===== config.mk =====
export PLATFORM = sky130hd
export DESIGN_NAME = fpu_fcmp_wb
export DESIGN_NICKNAME = d
export VERILOG_FILES = /design/src/rtl/fpu_fcmp_wb.sv
export SDC_FILE = /design/constraint.sdc
export NUM_CORES = 1
export LEC_CHECK = 0
export CAP_MARGIN = 15
export CORE_AREA = 2 2 39 41
export DETAILED_ROUTE_END_ITERATION = 6
export DIE_AREA = 0 0 41 43
export DONT_BUFFER_PORTS = 1
export GPL_ROUTABILITY_DRIVEN = 0
export SLEW_MARGIN = 20
export SYNTH_ARGS = -nofsm -noshare
export SYNTH_HDL_FRONTEND = slang
export SYNTH_SLANG_ARGS = --single-unit

===== constraint.sdc =====
create_clock -name clk -period 1.5 [get_ports clk]
set_input_delay 0.225 -clock clk [delete_from_list [all_inputs] [get_ports clk]]
set_output_delay 0.225 -clock clk [all_outputs]
set_load 0.005 [all_outputs]

===== src/rtl/fpu_fcmp_wb.sv =====
// fpu_fcmp_wb -- writeback and exception sequencer for FPU compare results.
//
// This block takes the comparator flags for FCMP/EQ and FCMP/GT and turns
// them into an SR.T write strobe plus FPSCR invalid (V) cause/flag updates.
// When an invalid compare occurs and the invalid trap is enabled, it raises
// a held exception request and stalls further compares until the request
// is acknowledged.
//
// Configuration macro:
//   FPU_FCMP_GT_QNAN_INV_EN  When defined, FCMP/GT with any NaN operand
//                            (quiet or signalling) is invalid (SH-4
//                            behaviour). When undefined, only signalling
//                            NaNs are invalid for both opcodes.
//
// Ports:
//   clk, rst_n          core clock, asynchronous active-low reset
//   i_valid / i_ready   compare result handshake (i_ready = IDLE)
//   i_op                0 = FCMP/EQ, 1 = FCMP/GT
//   i_eq, i_gt          comparator relations
//   i_invalid           signalling NaN operand
//   i_unordered         at least one NaN operand
//   i_flush             discard the input offered this cycle
//   fpscr_en_v          FPSCR.Enable.V (invalid trap enable)
//   fpscr_we            software write of FPSCR flag field
//   fpscr_flag_v_wdata  new FPSCR.Flag.V value on fpscr_we
//   t_we, t_val         one-cycle T-bit write strobe and value
//   cause_v             FPSCR.Cause.V of the last accepted compare
//   flag_v              sticky FPSCR.Flag.V
//   exc_req, exc_ack    invalid-operation exception request/acknowledge

module fpu_fcmp_wb (
  input  logic clk,
  input  logic rst_n,
  input  logic i_valid,
  output logic i_ready,
  input  logic i_op,
  input  logic i_eq,
  input  logic i_gt,
  input  logic i_invalid,
  input  logic i_unordered,
  input  logic i_flush,
  input  logic fpscr_en_v,
  input  logic fpscr_we,
  input  logic fpscr_flag_v_wdata,
  output logic t_we,
  output logic t_val,
  output logic cause_v,
  output logic flag_v,
  output logic exc_req,
  input  logic exc_ack
);

`ifdef FPU_FCMP_GT_QNAN_INV_EN
  localparam logic GT_QNAN_TERM = 1'b1;
`else
  localparam logic GT_QNAN_TERM = 1'b0;
`endif

  typedef enum logic {
    IDLE = 1'b0,
    EXC  = 1'b1
  } state_t;

  state_t state, state_nxt;

  logic accept;
  logic inv;
  logic trap;
  logic t_res;

  assign accept = i_valid & i_ready & ~i_flush;
  assign inv    = i_invalid | (i_op & i_unordered & GT_QNAN_TERM);
  assign trap   = inv & fpscr_en_v;
  // Unordered compares always write T = 0, regardless of eq/gt flags.
  assign t_res  = i_unordered ? 1'b0 : (i_op ? i_gt : i_eq);

  always_ff @(posedge clk or negedge rst_n) begin
    if (!rst_n) begin
      state <= IDLE;
    end else begin
      state <= state_nxt;
    end
  end

  always_comb begin
    state_nxt = state;
    i_ready   = 1'b0;
    exc_req   = 1'b0;
    unique case (state)
      IDLE: begin
        i_ready = 1'b1;
        if (accept && trap) begin
          state_nxt = EXC;
        end
      end
      EXC: begin
        exc_req = 1'b1;
        if (exc_ack) begin
          state_nxt = IDLE;
        end
      end
      default: state_nxt = IDLE;
    endcase
  end

  always_ff @(posedge clk or negedge rst_n) begin
    if (!rst_n) begin
      t_we    <= 1'b0;
      t_val   <= 1'b0;
      cause_v <= 1'b0;
      flag_v  <= 1'b0;
    end else begin
      t_we  <= accept & ~trap;
      t_val <= accept & ~trap & t_res;
      if (accept) begin
        cause_v <= inv;
      end
      // Software write takes priority over the sticky update from a compare.
      if (fpscr_we) begin
        flag_v <= fpscr_flag_v_wdata;
      end else if (accept && !trap && inv) begin
        flag_v <= 1'b1;
      end
    end
  end

endmodule


Yosys cells after proc, flatten, opt, wreduce, memory -nomap -nowiden

Index checks and enable logic that the tools add are counted.

Order comparisons: 0
Equal/unequal tests: 0
Bitwise logic cells: 8
Multiply operators: 0
Add/sub/neg operators: 0
Multiplexer cells: 9
Shift operators: 0
Reductions and logical operators: 5
Div/mod/pow operators: 0

Operators by type and width:

| cell              | count |
|---|---|
| $mux 1            | 8 |
| $and 1x1->1       | 5 |
| $logic_and 1x1->1 | 3 |
| $not 1->1         | 3 |
| $pmux 1 s2        | 1 |
| $reduce_bool 2->1 | 1 |
| $logic_not 1->1   | 1 |

Register bits after elaboration: 5
Output and inout bits: 6
Memories kept: 0
Word-level logic and storage cells: 27
Bits in writable memories: 0
Latch bits: 0
Memory bits (read-only): 0
Input bits: 13

Longest topological paths before layout

Gate-level depths: netlist of run 1.

Depth in word-level cells: 7
Mapped depth: 2

Worst setup path before layout of run 1

OpenSTA, ideal clock, no wires.

Path type: reg-to-reg
From: reg state
To: reg cause_v
Stages on the path, launching flop included: 3
Path slack: 0.276 ns
Arrival time: 1.099 ns
Library setup time: 0.125 ns
Cell sequence: dfrtp_1 or3b_4 mux2_4

Word-level cells in the longest chain between the ends: 3

RTL lines:

| element                   | RTL line | text |
|---|---|---|
| start: declaration        | 64       | `state_t state, state_nxt;` |
| start signal: assignment  | 81       | `state <= state_nxt;` |
| $mux 1                    | 89       | `unique case (state)` |
| $and 1x1->1 (2 in series) | 71       | `assign accept = i_valid & i_ready & ~i_flush;` |
| end signal: assignment    | 116      | `cause_v <= inv;` |
| end: declaration          | 47       | `output logic cause_v,` |

Every way passes these cells.
A chain may end at the register's enable or synchronous reset.

Worst setup path after layout of run 1

Ends and elaborated chain as after synthesis.

==> results of run 1 <==
==> what timing repair did <==
action	4_1_cts	5_1_grt
hold buffers	1	0
resized for setup	0	0
hold endpoints to repair	5	0
setup endpoints to repair	0	0
==> power by group through the flow <==
stage | sequential [mW] | clock (mW) | combinational [mW]
3_5_place_dp | 0.160 | 0 | 0.0266
4_1_cts | 0.158 | 0.159 | 0.0312
6_report | 0.157 | 0.154 | 0.0309
5_1_grt | 0.159 | 0.165 | 0.0344
2_1_floorplan | 0.156 | 0 | 0.0236
3_3_place_gp | 0.158 | 0 | 0.0252
==> flip-flops by register name (all words and copies together) (netlist names) <==
name	count
t_val	1
cause_v	1
flag_v	1
state	1
t_we	1
==> kinds of logic (layout without fill, tap and decap cells) <==
| family | count (synthesis) | in the layout | synth area share |
|---|---|---|---|
| flip-flops | 5 | 5 | 0.552 |
| multiplexers | 4 | 4 | 0.199 |
| AO/OA/AOI/OAI | 3 | 3 | 0.127 |
| AND/OR/NAND/NOR | 2 | 2 | 0.0884 |
| buffers and inverters | 2 | 7 | 0.0332 |
==> area by class of cell <==
class	instances	area [µm²]
Tap cell	16	20.0
Fill cell	145	1100
Inverter	2	7.51
Timing Repair Buffer	1	10.0
Multi-Input combinational cell	9	93.8
Sequential cell	5	125
Clock buffer	4	26.3
==> how the worst max path moves through the flow <==
| stage | startpoint | to |
|---|---|---|
| detailed placement | state | cause_v |
| floorplan | state | cause_v |
| CTS | state | cause_v |
| global placement | state | cause_v |
| finish | state | cause_v |
| global route | state | t_val |
==> per-layer routing <==
metal  vias up  share of wire
met5         -              0
met4         0          0.042
met3         4           0.32
li1         69              -
met1        76           0.30
met2        22           0.34
==> cell usage in the layout (no fill, tap or decap) <==
cell / n
dlygate4sd3_1: 1
mux2i_1: 3
inv_1: 2
clkbuf_1: 1
nand4b_1: 1
a21oi_1: 1
dfrtp_1: 5
mux2_4: 1
or3b_4: 1
a2111oi_2: 1
clkbuf_4: 3
o41ai_1: 1
==> worst max-delay path: cells and delay by family, from the launching register on <==
family | cells | cell delay [ps]
simple gates | 1 | 440
flops | 1 | 400
mux | 1 | 310
==> results.json, run 1 <==
{
  "synth-seq-cells": 5,
  "portBuffers": 0,
  "p_leak_nw": 0.129,
  "netlist_area_um2": 226,
  "met3_usage": 0.126,
  "yosysSeqAreaShare": 0.552,
  "hp-class": "in -> reg",
  "finalCritPeriodShare": 0.841,
  "max_cap_viol_count": 0,
  "hold_viol": 0,
  "core-area_um2": 1380,
  "drc": 0,
  "area_growth_pct": 24.9,
  "dieArea_um2": 1760,
  "cts_buffers": 3,
  "cp_max_fo": 4,
  "ys.flop_type": "dfrtp_1",
  "grt_max_degree": 6,
  "rsz0062_at_grt": "false",
  "synth_area_leader_cell": "dfrtp_1",
  "ios": 19,
  "final_layout_size_suffix_gt1_frac": 0.286,
  "final_core_util": 0.204,
  "grt_use_met1": 0.0680,
  "path_class": "reg -> reg",
  "reg2reg_to": "cause_v",
  "cp_data_arrival_time_ps": 1390,
  "start_util": 0.164,
  "crit_path_end_kind": "flop",
  "power_uw": 342,
  "num_antenna_cells": 0,
  "placedCellCount": 32,
  "netlist_top_cells_count": "5 x dfrtp_1, 3 x mux2i_1, 2 x inv_1",
  "drt-total-wl_um": 620,
  "syn_inst": 16,
  "skew_ps": 0.711,
  "tns_ps": 0,
  "grt_antenna_before_repair": 0,
  "netSwitchingFraction": 0.221,
  "outcome": "finished clean",
  "regToRegStartpoint": "state",
  "fin_crit_ps": 1260,
  "drv_slew": 0,
  "p_per_area_nw_per_um2": 1210,
  "reg2reg_depth": 2,
  "nNetsFinal": 35,
  "cts-htree-levels": 1,
  "synth_top_area_frac": 0.552,
  "peakVddDrop_mv": 0.175,
  "synth.yosys.warnings": 0,
  "antenna_left": 0,
  "hold_path_end": "t_val",
  "relSlewSlack": 0.822,
  "die_w_um": 41,
  "die_y_um": 43,
  "p_int_uw": 266,
  "cts_tree": "yes",
  "first_pass_iters": 2,
  "pre_cts_ws_ps": 239,
  "fmax_mhz": 793,
  "dp_hpwl_um": 551,
  "ys_top_cells_by_area": "dfrtp_1 55%, mux2i_1 13%, a2111oi_2 6.6%",
  "hp-start": "i_unordered",
  "via_per_inst": 4.62,
  "busiest_layer": "met3",
  "finalInstanceArea_um2": 283,
  "critPathSlowestCell": "or3b_4",
  "r2r_slack_ps": 240,
  "pwr-share-seq": 0.460,
  "tightest_slew_ps": 263,
  "avgSynthCellArea_um2": 14.2,
  "vias": 171,
  "grtUsageMet2": 0.0844,
  "hold_ws_ps": 51.9,
  "syn_nets": 29,
  "clockBufferDepth": 2,
  "setup_viol": 0,
  "drtIter0Drc": 4,
  "synth_edf_count": 0,
  "cp_slowest_stage_delay_ps": 440,
  "worst_slack_ps": 239,
  "synthArstFlopShare": 1.00,
  "wire_per_inst_um": 16.8,
  "pwr-share-comb": 0.090,
  "cp_cell_sequence": "or3b_4 -> mux2_4",
  "cts-root-buf": "clkbuf_4",
  "synth_cell_types": 9,
  "post_cts_buffers": 0,
  "insertion_delay_ps": 240,
  "overflow": 0,
  "dpl_cell_area_um2": 246,
  "p_clk_frac": 0.450,
  "crit_required_ps": 1620,
  "std_cell_rows": 14,
  "synth_most_common_cell": "dfrtp_1",
  "critical_path.startpoint_type": "flop",
  "path_clk_slew_ps": 40,
  "final_cells": 37,
  "track_usage": 0.0875,
  "grt_pass1_wl_um": 883,
  "p_sw_uw": 75.6,
  "cts.sinks": 5,
  "hold_depth": 1,
  "grt_pass1_vias": 201
}
(Power assumes the default switching activity.)
==> inputs of run 2 (changes only) <==
- clock period: 1.5 -> 1.2 ns (I/O delays scaled with it)
==> run 2 against run 1 <==
Compared with the run above:
- the flow now finishes with violations (negative setup slack)
- clock skew is 2.5 ps higher
- cell count is 2.7% higher
- combinational power grew 47%
- core utilization up 1.4 points
- critical path depth unchanged
- largest cell class unchanged
- flip-flop and latch count did not move
- sequential share of layout area decreased by 2.9 points
- non-clock buffer count rose by 1
- first-iteration DRC count did not move
- global-route usage shrank 0.39 points
- clock power grew 24%
- final area rose by 7.1%
==> results.json, run 2 (synthesis results as in run 1) <==
{
  "cp_max_fo": 4,
  "tightest_slew_ps": 296,
  "overflow": 0,
  "cts-root-buf": "clkbuf_4",
  "cts_buffers": 3,
  "dpl_cell_area_um2": 254,
  "outcome": "complete, but fails checks",
  "start_util": 0.164,
  "finalCritPeriodShare": 1.01,
  "cts.sinks": 5,
  "mostFrequentLayoutCells": "5 x dfrtp_1, 3 x mux2i_1, 3 x clkbuf_4, 2 x inv_1",
  "nNetsFinal": 36,
  "vias": 169,
  "placedCellCount": 33,
  "relSlewSlack": 0.797,
  "cp_data_arrival_time_ps": 1340,
  "final_layout_size_suffix_gt1_frac": 0.318,
  "peakVddDrop_mv": 0.193,
  "first_pass_iters": 2,
  "core-area_um2": 1380,
  "path_class": "reg -> reg",
  "layout_commonest_cell": "dfrtp_1",
  "die_w_um": 41,
  "crit_required_ps": 1320,
  "crit_family": "simple AND/OR/NAND/NOR gates",
  "grt_antenna_before_repair": 0,
  "track_usage": 0.0836,
  "via_per_inst": 4.45,
  "met3_usage": 0.131,
  "p_leak_nw": 0.135,
  "critical_path.startpoint_type": "flop",
  "cts_tree": "yes",
  "dieArea_um2": 1760,
  "antenna_left": 0,
  "cts-htree-levels": 1,
  "busiest_layer": "met3",
  "post_cts_buffers": 0,
  "area_growth_pct": 33.7,
  "drc": 0,
  "grt_max_degree": 6,
  "drtIter0Drc": 4,
  "max_cap_viol_count": 0,
  "fin_crit_ps": 1220,
  "p_per_area_nw_per_um2": 1420,
  "final_cells": 38,
  "skew_ps": 3.21,
  "violations": "negative setup slack",
  "clockBufferDepth": 2,
  "hold_ws_ps": 10.1,
  "grt_pass1_wl_um": 855,
  "crit_path_end_kind": "flop",
  "cp_cell_sequence": "or3b_4 -> mux2_4",
  "ios": 19,
  "insertion_delay_ps": 240,
  "critPathSlowestCell": "or3b_4",
  "fmax_mhz": 822,
  "rsz0062_at_grt": "true",
  "die_y_um": 43,
  "grt_use_met1": 0.0584,
  "grtUsageMet2": 0.0875,
  "path_clk_slew_ps": 40,
  "finalInstanceArea_um2": 303,
  "drv_slew": 0,
  "tns_ps": -16.5,
  "drt-total-wl_um": 648,
  "hold_viol": 0,
  "setup_viol": 1,
  "hp-class": "in -> reg",
  "wire_per_inst_um": 17.1,
  "portBuffers": 0,
  "worst_slack_ps": -16.5,
  "num_antenna_cells": 0,
  "cp_slowest_stage_delay_ps": 420,
  "std_cell_rows": 14,
  "grt_pass1_vias": 194,
  "worst-path-buf-inv": 0
}
## run 2: changes by cell type in the layout (fill, tap and decap cells not counted), sizes merged
cell	delta
buf	+1
## run 2: per-layer routing
metal / up-vias / wire, µm
li1: 71 / -
met1: 79 / 167
met2: 19 / 271
met3: 0 / 210
met4: 0 / 0
met5: - / 0
## run 2: cell type report
class / count / area (µm²)
well taps: 16 / 20.0
inverters: 2 / 7.51
multi-input cells: 9 / 106
flip-flops and latches: 5 / 125
fillers: 154 / 1080
repair buffers: 2 / 17.5
clock buffers: 4 / 26.3
## run 2: worst paths after layout
check / startpoint / end / slack [ps] / cells past startpoint
max: state / cause_v / -20 / 2
min reg2reg: flag_v / flag_v / 550 / 2
max in group asynchronous: rst_n / t_we / 770 / 1
min: i_unordered / t_val / 10 / 1
max reg2reg: state / cause_v / -20 / 2
min in group asynchronous: rst_n / t_val / 230 / 1
## run 2: through the flow
stage	power, mW	worst slack (ps)	utilization
after floorplan	0.224	-1.66	-
after global placement	0.232	12.3	0.184
after detailed placement	0.235	-1.90	0.184
after CTS	0.439	-7.72	0.210
after global routing	0.456	-60.5	0.219
final	0.431	-16.5	0.219
## run 2: what timing repair did
item	CTS	global route
resized for setup	0	1
hold buffers	1	0
endpoints found under the setup margin	1	3
hold endpoints to repair	5	0
cloned	0	0
## run 2: report_power, final
group | internal [mW] | switching (mW) | total [mW]
Combinational | 0.0268 | 0.0187 | 0.0455
Sequential | 0.184 | 0.0108 | 0.195
Clock | 0.125 | 0.0652 | 0.191
Total | 0.336 | 0.0947 | 0.431
